`src/rtl/serial_arith_pkg.sv`:
```
// Shared types and helpers for bit-serial arithmetic cells.
// State encoding and the serial bit-counter width function.
package serial_arith_pkg;

  typedef enum logic [1:0] {
    S_IDLE = 2'd0,
    S_RUN  = 2'd1,
    S_DONE = 2'd2
  } state_e;

  function automatic int cnt_width(input int w);
    return $clog2(w + 1);
  endfunction

endpackage

```
`src/rtl/half_subtractor.sv`:
```
// One-bit half subtractor: diff = a - b, borrow when a < b.
// Two of these chained form a full subtractor.
module half_subtractor (
  input  logic a,
  input  logic b,
  output logic diff,
  output logic borrow
);

  assign diff   = a ^ b;
  assign borrow = ~a & b;

endmodule

```
`src/rtl/serial_subtractor.sv`:
```
// Bit-serial LSB-first subtractor, one bit per clock.
// Result and borrow update only when the last bit retires.
module serial_subtractor
  import serial_arith_pkg::*;
#(
  parameter int WIDTH = 8
) (
  input  logic             clk,
  input  logic             rst_n,
  input  logic             start,
  input  logic [WIDTH-1:0] a,
  input  logic [WIDTH-1:0] b,
  output logic             busy,
  output logic             done,
  output logic [WIDTH-1:0] diff,
  output logic             borrow
);

  localparam int CNT_W = cnt_width(WIDTH);
  localparam logic [CNT_W-1:0] LAST = CNT_W'(WIDTH - 1);

  state_e           state_q;
  logic [WIDTH-1:0] sa_q;
  logic [WIDTH-1:0] sb_q;
  // Holds the WIDTH-1 bits already produced; the
  // current bit completes the word on the last cycle.
  logic [WIDTH-2:0] sd_q;
  logic [CNT_W-1:0] cnt_q;
  logic             bflop_q;
  logic [WIDTH-1:0] diff_q;
  logic             borrow_q;
  logic             done_q;
  logic             busy_q;

  logic             d0;
  logic             b0;
  logic             d;
  logic             b1;
  logic             bo;
  logic [WIDTH-1:0] word;

  half_subtractor u_hs0 (
    .a      (sa_q[0]),
    .b      (sb_q[0]),
    .diff   (d0),
    .borrow (b0)
  );

  half_subtractor u_hs1 (
    .a      (d0),
    .b      (bflop_q),
    .diff   (d),
    .borrow (b1)
  );

  assign bo   = b0 | b1;
  assign word = {d, sd_q};

  // FSM, shift datapath and registered outputs.
  always_ff @(posedge clk or negedge rst_n) begin
    if (!rst_n) begin
      state_q  <= S_IDLE;
      sa_q     <= '0;
      sb_q     <= '0;
      sd_q     <= '0;
      cnt_q    <= '0;
      bflop_q  <= 1'b0;
      diff_q   <= '0;
      borrow_q <= 1'b0;
      done_q   <= 1'b0;
      busy_q   <= 1'b0;
    end else begin
      done_q <= 1'b0;
      unique case (state_q)
        S_IDLE, S_DONE: begin
          if (start) begin
            sa_q    <= a;
            sb_q    <= b;
            bflop_q <= 1'b0;
            cnt_q   <= '0;
            busy_q  <= 1'b1;
            state_q <= S_RUN;
          end else begin
            state_q <= S_IDLE;
          end
        end
        S_RUN: begin
          sa_q    <= sa_q >> 1;
          sb_q    <= sb_q >> 1;
          sd_q    <= word[WIDTH-1:1];
          bflop_q <= bo;
          cnt_q   <= cnt_q + CNT_W'(1);
          if (cnt_q == LAST) begin
            diff_q   <= word;
            borrow_q <= bo;
            done_q   <= 1'b1;
            busy_q   <= 1'b0;
            state_q  <= S_DONE;
          end
        end
        default: begin
          busy_q  <= 1'b0;
          state_q <= S_IDLE;
        end
      endcase
    end
  end

  assign busy   = busy_q;
  assign done   = done_q;
  assign diff   = diff_q;
  assign borrow = borrow_q;

endmodule

```
`config.mk`:
```
export PLATFORM = sky130hd
export DESIGN_NAME = serial_subtractor
export DESIGN_NICKNAME = d
export VERILOG_FILES = /design/src/rtl/serial_arith_pkg.sv /design/src/rtl/half_subtractor.sv /design/src/rtl/serial_subtractor.sv
export SDC_FILE = /design/constraint.sdc
export NUM_CORES = 1
export LEC_CHECK = 0
export ABC_AREA = 0
export CAP_MARGIN = 20
export CELL_PAD_IN_SITES_DETAIL_PLACEMENT = 1
export CELL_PAD_IN_SITES_GLOBAL_PLACEMENT = 2
export CORE_UTILIZATION = 31
export CTS_BUF_LIST = sky130_fd_sc_hd__clkbuf_4 sky130_fd_sc_hd__clkbuf_8 sky130_fd_sc_hd__clkbuf_16
export DETAILED_ROUTE_END_ITERATION = 16
export PLACE_DENSITY_LB_ADDON = 0.12
export SLEW_MARGIN = 25
export SYNTH_ARGS = -nofsm -noshare
export SYNTH_HDL_FRONTEND = slang
export SYNTH_HIERARCHICAL = 1
export SYNTH_SLANG_ARGS = --single-unit
```
`constraint.sdc`:
```
create_clock -name clk -period 1.6 [get_ports clk]
set_clock_uncertainty 0.05 [all_clocks]
set_input_delay 0.32 -clock clk [delete_from_list [all_inputs] [get_ports clk]]
set_output_delay 0.32 -clock clk [all_outputs]
set_load 0.03 [all_outputs]
```
==> out/results.txt <==
status -> finished, final reports clean
f_max -> 645.6 MHz
Layout Nets -> 201
Ports -> 30
met3 GRT Util -> 4.431%
mean area per synthesized cell -> 12.55 um^2
Chip Width -> 76.47 um
synthesized flop and latch total -> 41
Async S/R FF share, synth -> 100.0%
met1 Use GR -> 16.96%
top-count cell post-synth -> dfrtp_1
share of layout cells above drive strength 1 -> 15.56%
CTS Buffer Depth -> 2
Vias/cell -> 4.704
Total Power Consumption -> 0.004411 W
CTS tree -> yes
pwr/cell area -> 1932 nW/um^2
min-delay worst type -> flop to flop
mapped cell area -> 1719 um^2
vias in the first global route -> 1208
Clock Latency Late Sink -> 0.29 ns
storage element area -> 1026 um^2
Buffers on Ports -> 29
Root Driver -> clkbuf_8
CP Launch Type -> flop
Post-Syn Instances -> 137
TNS Setup -> 0 ns
die area -> 5848 um^2
Net Count, Synth -> 159
max_cap viols -> 0
GP Congestion -> 0.7030
layout filler cell count -> 574
met2 Track Usage GR -> 20.81%
Post-DP HPWL -> 2265 um
RSZ-0062 raised after global routing -> true
DR iter-0 viols -> 46
DR DRC count -> 0
crit path capture -> borrow$_DFFE_PN0P_
Worst Setup End Kind -> flop
via count -> 1176
Total Routing Usage GR -> 13.31%
Req. time, crit path -> 1.73 ns
initial antenna violation count -> 0
final worst slack -> 0.05109 ns
area of the multi-input gates -> 666.9 um^2
Routed wire per std cell -> 14.03 um
clk slew on worst S/H paths -> 0.08 ns
Placement Cell Area -> 2156 um^2
final setup fails -> 0
synth-to-layout area growth -> 32.82%
Max Transition Viols Final -> 0
Post-synth EDFFs -> 0
Worst Tran Pin Value -> 0.4349 ns
Crit Path Category -> flop to flop
grt peak-use layer -> met2
YS warnings -> 6
max_slew headroom -> 70.94%
Lkg Pwr -> 1.189 nW
design area -> 2283 um^2
# clock sinks -> 41
Core Box Area -> 5238 um^2
area share of the largest cell type after synthesis -> 59.68%
Final ANT Viol Nets -> 0
Peak supply drop -> 0.0006897 V
Worst Path Arrival -> 1.68 ns
largest net degree at the start of global routing -> 42
GR Overflow Total -> 0
row count -> 26
first-pass GRT wire length -> 6051 um
register area share after synthesis -> 59.68%
Post-Place Worst Slack -> -0.1303 ns
Fin Hold WS -> 0.4314 ns
Top FF cell, synth -> dfrtp_1
Starting Density -> 32.82%
H-tree depth -> 2
Yosys cell types -> 21
TritonRoute pass-1 iters -> 4
Post-synth top cells -> 41 x dfrtp_1, 21 x nand2_1, 19 x a22o_1, 15 x a21o_1, 9 x mux2_1
minimum clock period -> 1.549 ns
drt total wl -> 3507 um
Final Hold Fails -> 0
Worst R2R Setup Slack -> 0.05 ns
Reg-to-Reg Start -> sa_q[0]$_DFFE_PN0P_
cts bufs inserted -> 5
die span in y -> 76.47 um
final critical-path share of the clock period -> 96.81%
end of the worst register-to-register path -> borrow$_DFFE_PN0P_
launch point of the worst path -> sa_q[0]$_DFFE_PN0P_
Area contributors post-synth -> dfrtp_1 60%, a22o_1 9.7%, a21o_1 6.6%, mux2_1 5.9%, nand2_1 4.6%
Antenna diodes -> 0
Synth area leader -> dfrtp_1
Worst R2R Path Depth -> 7
Max Fanout on Critical Path -> 2
## stage by stage
stage,std cells,utilization (%)
after detailed placement,238,41.16
final,250,43.60
after floorplan,137,-
after global routing,250,43.60
after CTS,248,43.00
after global placement,238,41.16
## state kept, by name, indices dropped and copies added (netlist names)
| name | flops |
|---|---|
| cnt_q | 4 |
| sb_q | 8 |
| sd_q | 7 |
| state_q | 2 |
| diff | 8 |
| borrow | 1 |
| done | 1 |
| bflop_q | 1 |
| busy | 1 |
| sa_q | 8 |
## worst min path at each step
stage / start / to / slack, ns / cells after the start
2_1_floorplan: rst_n / bflop_q$_DFFE_PN0P_ / -0.03 / 0
3_3_place_gp: rst_n / diff[0]$_DFFE_PN0P_ / 0.26 / 2
3_5_place_dp: rst_n / done$_DFF_PN0_ / 0.26 / 2
4_1_cts: sa_q[5]$_DFFE_PN0P_ / sa_q[5]$_DFFE_PN0P_ / 0.44 / 1
5_1_grt: sb_q[6]$_DFFE_PN0P_ / sb_q[6]$_DFFE_PN0P_ / 0.45 / 1
6_report: sb_q[4]$_DFFE_PN0P_ / sb_q[4]$_DFFE_PN0P_ / 0.43 / 1
## what timing repair did
action | in CTS | in global routing
pin swaps | 2 | 2
setup buffers | 1 | 1
gates resized for setup | 13 | 2
hold buffers | 1 | 0
setup endpoints to repair | 12 | 9
cloned | 0 | 1
hold endpoints to repair | 41 | 0
## layer usage
metal	vias up	routed length [um]
met2	20	1696
met4	0	23
met3	2	133
li1	562	-
met1	592	1654
met5	-	0
## worst max-delay path, stage by stage, from the launching register on
cell and delay, ns:
dfrtp_1 0.35, inv_1 0.05, ha_1 0.27, inv_1 0.05, inv_1 0.04, ha_2 0.16, or2_4 0.22, mux2_4 0.25
## cell usage in the layout (no fill, tap or decap), types with 2 or more instances in the layout
master / count
a21o_1: 15
a22o_1: 19
buf_12: 3
buf_4: 8
clkbuf_8: 5
clkdlybuf4s50_1: 17
clkinv_2: 2
dfrtp_1: 41
dlygate4sd2_1: 11
inv_1: 4
mux2_1: 8
mux2i_1: 2
nand2_1: 21
nand2b_1: 2
nand3b_1: 2
nor2_1: 3
nor2_4: 2
nor2b_1: 2
## kinds of logic (layout without fill, tap and decap cells)
logic type	after synthesis	in the layout	synth area share, %
flops	41	41	59.68
compound gates	35	35	16.52
simple gates	35	36	10.48
mux	11	11	7.060
buf+inv	11	53	3.566
fa+ha+maj	3	3	2.184
xor+xnor	1	1	0.5096
## power by group
| part | switching [W] | leakage, nW | internal, W |
|---|---|---|---|
| Sequential | 0.000274 | 0.518 | 0.00149 |
| Clock | 0.000332 | 0.0484 | 0.000319 |
| Combinational | 0.00103 | 0.624 | 0.000962 |
| Total | 0.00164 | 1.19 | 0.00277 |
## cell type report
class / instances / area share, %
inverter: 4 / 0.6575
clock buffer: 6 / 3.342
timing repair buffer: 41 / 17.59
sequential: 41 / 44.93
tap: 70 / 3.836
multi-input combinational: 86 / 29.21
clock inverter: 2 / 0.4384
No activity file was read; power rests on OpenSTA's default activity.
==> RTL edit, RTL diff (config.mk and constraints unchanged) <==
The parameter `WIDTH` goes from 8 to 6.
--- a/src/rtl/serial_subtractor.sv
+++ b/src/rtl/serial_subtractor.sv
@@ -4,5 +4,5 @@
   import serial_arith_pkg::*;
 #(
-  parameter int WIDTH = 8
+  parameter int WIDTH = 6
 ) (
   input  logic             clk,
Ports: changed (resized a, b and diff); port bits go from 30 to 24. No check against the original RTL was run, so the function may have changed too.
==> RTL edit against the original RTL <==
  * Total power shrank 13%
  * Highest routed layer unchanged
  * Area after synthesis down 21%
  * Final cell count is 19% lower
  * Via count shrank 16%
  * Wire length is 17% lower
  * Critical endpoint is now sd_q[4]$_DFFE_PN0P_
  * Worst setup slack improved by 56 ps
  * Cell area decreased by 22%
  * Sequential cell count fell by 9
==> RTL edit: results (changes against the original RTL) <==
{
  "global_route": {
    "grt_pass1_wl": {"value": 4.809, "unit": "mm", "change": "-21%"},
    "grt_start_max_net_pins": {"value": 33, "change": "-21%"},
    "grt_pass1_vias": {"value": 947, "change": "-22%"},
    "grt_util_overall": {"value": 14.94, "unit": "%", "change": "+1.6 points"}
  },
  "synth": {
    "synth_fp_nets": {"value": 141, "change": "-11%"},
    "synth_cells": {"value": 122, "change": "-11%"},
    "netlist_top_cells_count": "32 x sky130_fd_sc_hd__dfrtp_1, 22 x sky130_fd_sc_hd__nand2_1, 13 x sky130_fd_sc_hd__nor2_1, 11 x sky130_fd_sc_hd__mux2_2, 10 x sky130_fd_sc_hd__a31oi_1",
    "synth_area_leaders": "sky130_fd_sc_hd__dfrtp_1 59%, sky130_fd_sc_hd__mux2_2 9.1%, sky130_fd_sc_hd__nand2_1 6.1%",
    "synth-seq-area-share": {"value": 58.77, "unit": "%", "change": "-0.91 points"}
  },
  "placement": {
    "globalplace.congestion": {"value": 0.6948, "change": "-1.2%"},
    "hpwl": {"value": 2.020, "unit": "mm", "change": "-11%"},
    "numPortBuffers": {"value": 23, "change": "-21%"},
    "dpl.cell_count": {"value": 195, "change": "-18%"}
  },
  "worst_setup_path": {
    "critPathArrivalTime": {"value": 1610, "unit": "ps", "change": "-70 ps"},
    "reg2reg_to": "sd_q[4]$_DFFE_PN0P_",
    "worst_r2r_startpoint": "sa_q[0]$_DFFE_PN0P_",
    "reg2regPathDepth": {"value": 7, "change": "unchanged"},
    "r2r_setup_slk": {"value": 110, "unit": "ps", "change": "+60 ps"},
    "timing.critical_path.slowest_cell_delay_ps": 360
  },
  "pwr": {
    "power.ir.vdd_worst": {"value": 858.7, "unit": "µV", "change": "+24%"},
    "power_leakage": {"value": 0.8518, "unit": "nW", "change": "-28%"}
  },
  "routing": {
    "avgRoutedWirePerCell": {"value": 14.42, "unit": "µm", "change": "+2.8%"},
    "drt-vias-per-instance": {"value": 4.837, "change": "+2.8%"},
    "routed-via-count": {"value": 982, "change": "-16%"},
    "drt-initial-drc-count": {"value": 54, "change": "+17%"},
    "drt_drc_violations_left": {"value": 0, "change": "unchanged"}
  },
  "status": {
    "run_status": "complete, no violations"
  },
  "cells_and_area": {
    "final_net_count": {"value": 171, "change": "-15%"},
    "drive_above_1_share": {"value": 16.99, "unit": "%", "change": "+1.4 points"}
  },
  "hold_path": {
    "hold_path_class": "primary input to asynchronous set/reset pin"
  },
  "timing": {
    "slew_headroom": {"value": 79.58, "unit": "%", "change": "+8.6 points"}
  }
}
-- RTL edit: repair_timing --
action                                  CTS  global route
setup buffers                             0             0
resized for setup                         9             0
endpoints found under the setup margin    9             0
-- RTL edit: stage by stage --
step	hold slack (ps)	worst slack, ps	area [µm²]
floorplan	-25.59	189.7	1363
global placement	425.3	68.82	1677
detailed placement	440.5	31.03	1677
CTS	349.2	86.93	1792
global route	350.8	31.35	1792
finish	344.3	107.4	1792
-- RTL edit: cell families (layout without fill, tap and decap cells) --
family,after synthesis,in the layout,share of synthesized area (%)
simple gates,43,43,14.88
flops,32,32,58.77
compound gates,18,18,8.632
buf+inv,13,44,4.315
mux,11,11,9.091
fa+ha+maj,4,4,3.673
xor+xnor,1,1,0.6429
-- RTL edit: area by class of cell --
type / count / area (µm²)
fillers: 444 / 2323
clock inverters: 1 / 30.03
repair buffers: 28 / 269.0
inverters: 8 / 30.03
flip-flops and latches: 32 / 800.8
well taps: 50 / 62.56
clock buffers: 7 / 96.34
multi-input cells: 77 / 503.0
-- RTL edit: how the worst max path moves through the flow --
stage / start / end / depth (start not counted)
after global placement: start / sb_q[3]$_DFFE_PN0P_ / 5
after CTS: sa_q[0]$_DFFE_PN0P_ / sd_q[4]$_DFFE_PN0P_ / 7
after floorplan: sa_q[0]$_DFFE_PN0P_ / diff[5]$_DFFE_PN0P_ / 7
after global routing: sa_q[0]$_DFFE_PN0P_ / diff[5]$_DFFE_PN0P_ / 7
final: sa_q[0]$_DFFE_PN0P_ / sd_q[4]$_DFFE_PN0P_ / 7
after detailed placement: start / sb_q[2]$_DFFE_PN0P_ / 5
-- RTL edit: where the power goes --
| part | leakage [nW] | total [W] | internal (W) | switching [W] |
|---|---|---|---|---|
| Sequential | 0.384 | 0.00145 | 0.00120 | 0.000246 |
| Clock | 0.0645 | 0.000858 | 0.000549 | 0.000309 |
| Combinational | 0.403 | 0.00151 | 0.000660 | 0.000853 |
| Total | 0.852 | 0.00382 | 0.00241 | 0.00141 |
-- RTL edit: layer usage --
| layer | routed length, µm | part of all wire (%) | track usage, % | vias up |
|---|---|---|---|---|
| met3 | 121 | 4.1 | 4.833 | 7 |
| met1 | 1442 | 49 | 20.88 | 490 |
| li1 | - | - | - | 467 |
| met4 | 76 | 2.6 | 9.375 | 0 |
| met2 | 1288 | 44 | 19.36 | 18 |
| met5 | 0 | 0 | 0 | - |
